File: src/rtl/bcd_countdown.sv
// Millisecond countdown timer: converts an hh:mm:ss.mmm BCD preset into a binary
// millisecond count, then decrements it once per tick while enabled.
module bcd_countdown #(
  parameter int BITS = 29
) (
  input  logic            NEclk,
  input  logic            reset,
  input  logic            tick,
  input  logic            load,
  input  logic            Enable,
  input  logic [3:0]      bcd_h_1,
  input  logic [3:0]      bcd_h_0,
  input  logic [3:0]      bcd_min_1,
  input  logic [3:0]      bcd_min_0,
  input  logic [3:0]      bcd_s_1,
  input  logic [3:0]      bcd_s_0,
  input  logic [3:0]      bcd_ms_2,
  input  logic [3:0]      bcd_ms_1,
  input  logic [3:0]      bcd_ms_0,
  output logic [BITS-1:0] count,
  output logic            busy,
  output logic            ready,
  output logic            expired,
  output logic            done,
  output logic            err
);

  typedef enum logic [2:0] {
    IDLE  = 3'd0,
    CONV  = 3'd1,
    READY = 3'd2,
    RUN   = 3'd3,
    DONE  = 3'd4,
    ERR   = 3'd5
  } state_t;

  state_t            state_q, state_d;
  logic [8:0][3:0]   snap_q, snap_d;
  logic [BITS-1:0]   acc_q, acc_d;
  logic [3:0]        idx_q, idx_d;
  logic [BITS-1:0]   count_q, count_d;
  logic              busy_q, busy_d;
  logic              ready_q, ready_d;
  logic              expired_q, expired_d;
  logic              done_q, done_d;
  logic              err_q, err_d;
  logic [3:0]        digit_s;
  logic [BITS-1:0]   acc_next_s;

  // Weight of each digit position: hours x1, tens x10/x6 alternate, ms digits x10.
  function automatic logic [BITS-1:0] acc_step(input logic [BITS-1:0] acc,
                                               input logic [3:0] idx,
                                               input logic [3:0] dig);
    logic [BITS-1:0] scaled;
    case (idx)
      4'd0:       scaled = acc;
      4'd2, 4'd4: scaled = (acc << 2) + (acc << 1);
      default:    scaled = (acc << 3) + (acc << 1);
    endcase
    return scaled + BITS'(dig);
  endfunction

  // Tens-of-minutes and tens-of-seconds positions only go up to 5.
  function automatic logic digit_bad(input logic [3:0] idx, input logic [3:0] dig);
    return (dig > 4'd9) || (((idx == 4'd2) || (idx == 4'd4)) && (dig > 4'd5));
  endfunction

  assign digit_s    = (idx_q <= 4'd8) ? snap_q[idx_q] : 4'd0;
  assign acc_next_s = acc_step(acc_q, idx_q, digit_s);

  // Next-state, datapath and registered-flag computation.
  always_comb begin
    state_d = state_q;
    snap_d  = snap_q;
    acc_d   = acc_q;
    idx_d   = idx_q;
    count_d = count_q;
    done_d  = 1'b0;
    if (load) begin
      snap_d[0] = bcd_h_1;
      snap_d[1] = bcd_h_0;
      snap_d[2] = bcd_min_1;
      snap_d[3] = bcd_min_0;
      snap_d[4] = bcd_s_1;
      snap_d[5] = bcd_s_0;
      snap_d[6] = bcd_ms_2;
      snap_d[7] = bcd_ms_1;
      snap_d[8] = bcd_ms_0;
      acc_d     = '0;
      idx_d     = 4'd0;
      count_d   = '0;
      state_d   = CONV;
    end else begin
      case (state_q)
        IDLE: count_d = '0;
        CONV: begin
          count_d = '0;
          if (digit_bad(idx_q, digit_s)) begin
            state_d = ERR;
          end else if (idx_q == 4'd8) begin
            acc_d   = acc_next_s;
            count_d = acc_next_s;
            idx_d   = 4'd0;
            state_d = READY;
          end else begin
            acc_d = acc_next_s;
            idx_d = idx_q + 4'd1;
          end
        end
        READY: begin
          if (Enable) begin
            if (count_q == '0) begin
              state_d = DONE;
              done_d  = 1'b1;
            end else begin
              state_d = RUN;
            end
          end else begin
            state_d = READY;
          end
        end
        RUN: begin
          // The <=1 guard keeps the count from ever wrapping below zero.
          if (tick && Enable) begin
            if (count_q <= BITS'(1)) begin
              count_d = '0;
              state_d = DONE;
              done_d  = 1'b1;
            end else begin
              count_d = count_q - BITS'(1);
            end
          end else begin
            count_d = count_q;
          end
        end
        DONE:    count_d = '0;
        ERR:     count_d = '0;
        default: begin
          state_d = IDLE;
          count_d = '0;
        end
      endcase
    end
    busy_d    = (state_d == CONV) || (state_d == RUN);
    ready_d   = (state_d == READY);
    expired_d = (state_d == DONE);
    err_d     = (state_d == ERR);
  end

  // State and output registers, falling-edge clocked with async clear.
  always_ff @(negedge NEclk or negedge reset) begin
    if (!reset) begin
      state_q   <= IDLE;
      snap_q    <= '0;
      acc_q     <= '0;
      idx_q     <= 4'd0;
      count_q   <= '0;
      busy_q    <= 1'b0;
      ready_q   <= 1'b0;
      expired_q <= 1'b0;
      done_q    <= 1'b0;
      err_q     <= 1'b0;
    end else begin
      state_q   <= state_d;
      snap_q    <= snap_d;
      acc_q     <= acc_d;
      idx_q     <= idx_d;
      count_q   <= count_d;
      busy_q    <= busy_d;
      ready_q   <= ready_d;
      expired_q <= expired_d;
      done_q    <= done_d;
      err_q     <= err_d;
    end
  end

  assign count   = count_q;
  assign busy    = busy_q;
  assign ready   = ready_q;
  assign expired = expired_q;
  assign done    = done_q;
  assign err     = err_q;

endmodule

File: config.mk
export PLATFORM = sky130hd
export DESIGN_NAME = bcd_countdown
export DESIGN_NICKNAME = d
export VERILOG_FILES = /design/src/rtl/bcd_countdown.sv
export SDC_FILE = /design/constraint.sdc
export NUM_CORES = 1
export LEC_CHECK = 0
export CORE_ASPECT_RATIO = 0.9
export CORE_MARGIN = 5
export CORE_UTILIZATION = 45
export CTS_CLUSTER_SIZE = 12
export DETAILED_ROUTE_END_ITERATION = 8
export PLACE_DENSITY = 0.75
export SLEW_MARGIN = 30
export SYNTH_ARGS = -nofsm -noshare
export SYNTH_HDL_FRONTEND = slang
export SYNTH_SLANG_ARGS = --single-unit
File: constraint.sdc
create_clock -name NEclk -period 12.55 [get_ports NEclk]
set_input_delay 1.8825 -clock NEclk [delete_from_list [all_inputs] [get_ports NEclk]]
set_output_delay 1.8825 -clock NEclk [all_outputs]
set_load 0.02 [all_outputs]
==> impl_metrics.yaml <==
outcome:
  status: "finished clean"
cells_and_area:
  area_growth_pct: 12.62
  number_of_cells_in_the_finished_layout_apart_from_fillers: 1456
  layout.nets: 1269
  filler_cell_count: 1943
  antennaDiodeCount: 0
  drive_above_1_share: 0.09060
critical_path:
  cpMostUsedCell: "sky130_fd_sc_hd__o21ai_0"
  critical_path.cell_chain: "clkdlybuf4s50_1, nand2_1, a211o_1, nor2_1, o21ai_0, nand3_1, o21ai_0, o31ai_1"
  worst_setup_path_end_kind: "flop"
  cp.arrival_ns: 3.98
  rrSetupSlack_ns: 7.18
  timing.critical_path.buf_inv: 1
  setup.worst_path.class: "input pin to flop"
  critical_path.slowest_cell: "sky130_fd_sc_hd__nor2_1"
  crit_required_ns: 6.62
  crit_path_start_kind: "input pin"
  max_stage_delay_on_crit_path_ns: 0.64
  critPathTopFamily: "simple AND/OR/NAND/NOR gates"
  critical_path_peak_fanout: 12
place:
  place_congestion: 0.9295
  dp_hpwl_mm: 19.84
  port_buffers: 74
  pre_cts_slack_ns: 2.276
  placedCellCount: 1440
timing:
  report.final.setup_viol: 0
  transition_time_at_the_pin_with_the_least_slew_margin_ns: 0.8648
  fin_tns_setup_ns: 0
  slew-limit-headroom: 0.4200
  report.final.slew_viol_count: 0
  postLayoutSetupSlackWorst_ns: 2.637
  rsz_0062_raised_after_global_routing: "no"
  setup_skew_after_layout_ns: 0.01073
  timing.final.hold_violations: 0
yosys:
  synth_compound_area_frac: 0.2505
  yosys-top-cells-area: "sky130_fd_sc_hd__dfrtn_1 (28%), sky130_fd_sc_hd__ha_1 (7.9%), sky130_fd_sc_hd__mux2_2 (4.6%)"
  synth.top_cell.area_share: 0.2807
  area_share_of_and_or_nand_nor_cells_after_synthesis: 0.2142
  synth_common_cells: "sky130_fd_sc_hd__nand2_1 (115), sky130_fd_sc_hd__dfrtn_1 (106), sky130_fd_sc_hd__nor2_1 (101)"
  synth-async-reset-ratio: 1.000
  seq_area_frac_synth: 0.2807
  cell_area_after_synthesis_um2: 9450
  synthesized_netlist_cell_count: 1131
  ys_types: 96
  adder_cell_share_of_the_synthesized_area: 0.08579
  synth_top_family_by_area: "compound AO/OA/AOI/OAI gates"
  yosysMostFrequentCell: "sky130_fd_sc_hd__nand2_1"
  ys.flop_type: "sky130_fd_sc_hd__dfrtn_1"
  count_of_flip_flops_with_a_built_in_enable_after_synthesis: 0
  synth_xor_area_frac: 0.04449
  synth.net_count: 1235
  portion_of_netlist_area_occupied_by_mux_cells: 0.08381
  ys_ff_latch: 106
  synth.yosys.warnings: 0
  synth.avg_cell_area_um2: 8.356
  synth.largest_area_cell: "sky130_fd_sc_hd__dfrtn_1"
detailed_routing:
  route.vias.total: 9010
  antenna_violating_nets_post_route: 0
  routedWlPerCell_um: 18.24
  drtIter0Drc: 890
  detailedRoute.firstPassIterationCount: 5
  wire_length_reported_by_the_detailed_router_mm: 26.56
  drc: 0
  viasPerCell: 6.188
min_path:
  min-delay-path-class: "flop to flop"
clock_network:
  clkLatencyLatePin_ns: 0.35
  cts_resized: 0
  cts-buffers-inserted: 9
  holdBufCountCts: 0
  clk_transition_reported_paths_ns: 0.06
  htree_levels: 3
  tritoncts_num_sinks: 106
  cts-root-buf: "sky130_fd_sc_hd__clkbuf_16"
  tritoncts: "done"
  postCtsSetupRepairBufs: 0
  max_buffers_root_to_sink: 2
grt:
  grtUsageTotal: 0.2225
  wire_length_of_the_first_global_routing_pass_mm: 44.99
  largest_net_degree_at_the_start_of_global_routing: 70
  met1_usage: 0.3470
  grt_pass1_vias: 8696
  grt_overflow: 0
  antenna_found_initial: 0
  grt-busiest-layer: "met1"
  use_met2: 0.3349
  globalRouteMet3Util: 0.02537
power:
  power.ir.vdd_worst_mv: 0.1011
  cellPowerDensity_nw_per_um2: 110.3
  power.leakage_nw: 4.733
  fin_total_pwr_mw: 1.174
die:
  die_width_um: 162.8
  fp-row-count: 50
  placeableCoreArea_um2: 20710
  top_level_ports: 75
  initial_cell_density_of_the_core: 0.4564
  fp.dieArea_um2: 24000
  die_h_um: 147.5
run:
  cap_violations: 0
## layout make-up
type	count	area, um^2	area share
Tap cell	286	357.8	0.03362
Timing Repair Buffer	82	797.0	0.07489
Multi-Input combinational cell	938	6422	0.6035
Sequential cell	106	2653	0.2492
Inverter	28	105.1	0.009875
Clock buffer	10	239.0	0.02245
Clock inverter	6	68.82	0.006466
## cells in the final DEF (no fill, tap or decap), types with 5 or more instances in the layout
cell type	Yosys	final
sky130_fd_sc_hd__nand2_1	115	115
sky130_fd_sc_hd__dfrtn_1	106	106
sky130_fd_sc_hd__nor2_1	101	101
sky130_fd_sc_hd__a21oi_1	82	82
sky130_fd_sc_hd__clkdlybuf4s50_1	0	72
sky130_fd_sc_hd__o21ai_0	67	67
sky130_fd_sc_hd__ha_1	60	60
sky130_fd_sc_hd__mux2_2	39	39
sky130_fd_sc_hd__nor3_1	35	35
sky130_fd_sc_hd__nand3_1	34	34
sky130_fd_sc_hd__inv_1	27	27
sky130_fd_sc_hd__xor2_1	26	26
sky130_fd_sc_hd__a21o_1	25	25
sky130_fd_sc_hd__mux2i_1	24	24
sky130_fd_sc_hd__xnor2_1	22	22
sky130_fd_sc_hd__a211oi_1	17	17
sky130_fd_sc_hd__nand2b_1	15	15
sky130_fd_sc_hd__o22ai_1	15	15
sky130_fd_sc_hd__nand4_1	15	15
sky130_fd_sc_hd__or3_1	14	14
sky130_fd_sc_hd__nor4_1	12	12
sky130_fd_sc_hd__a31oi_1	12	12
sky130_fd_sc_hd__o211ai_1	11	11
sky130_fd_sc_hd__and3_1	11	11
sky130_fd_sc_hd__a22o_1	11	11
sky130_fd_sc_hd__and2_1	10	10
sky130_fd_sc_hd__o21a_1	9	9
sky130_fd_sc_hd__o221ai_1	9	9
sky130_fd_sc_hd__clkbuf_16	0	9
sky130_fd_sc_hd__o21bai_1	8	8
sky130_fd_sc_hd__o31ai_1	8	8
sky130_fd_sc_hd__buf_4	1	8
sky130_fd_sc_hd__nor2b_1	7	7
sky130_fd_sc_hd__a221oi_1	7	7
sky130_fd_sc_hd__or2_2	7	7
sky130_fd_sc_hd__mux4_2	5	5
sky130_fd_sc_hd__o21ai_1	5	5
## routing by layer
metal / wire length [um] / part of all wire
met5: 0 / 0
met4: 260 / 0.0098
met3: 2125 / 0.080
met2: 11590 / 0.44
met1: 12590 / 0.47
## where the power goes
group | leakage [nW] | internal [mW] | total [mW] | switching, mW
Clock | 0.147 | 0.147 | 0.288 | 0.141
Combinational | 3.20 | 0.176 | 0.472 | 0.296
Sequential | 1.38 | 0.371 | 0.414 | 0.0429
## through the flow
stage,utilization,hold slack (ns),area [um^2]
2_1_floorplan,-,0.4354,9450
4_1_cts,0.5138,0.4492,10640
3_5_place_dp,0.4989,0.4489,10330
6_report,0.5140,0.4450,10640
5_1_grt,0.5140,0.4618,10640
3_3_place_gp,0.4986,0.4310,10320
## state kept, by name, summed over array words and instances (netlist names)
| register | cells |
|---|---|
| err | 1 |
| done | 1 |
| snap_q | 36 |
| ready | 1 |
| idx_q | 4 |
| state_q | 3 |
| busy | 1 |
| expired | 1 |
| acc_q | 29 |
| count | 29 |
## worst paths after layout
path                           start          to  depth (start not counted)
setup reg to reg            idx_q[0]   acc_q[28]                         17
max in group asynchronous      reset    count[6]                          2
setup / recovery              Enable   count[26]                          8
hold reg to reg            count[18]   count[18]                          1
hold / removal             count[18]   count[18]                          1
min in group asynchronous      reset  snap_q[29]                          1
## logic make-up (layout without fill, tap and decap cells)
family | count (synthesis) | after routing
AOI/OAI and AO/OA | 349 | 349
xor gates and xnor gates | 48 | 48
adders and majority gates | 63 | 63
buffers and inverters | 87 | 126
DFF | 106 | 106
muxes | 68 | 68
and+or+nand+nor | 410 | 410
No activity file was read; power rests on OpenSTA's default activity.
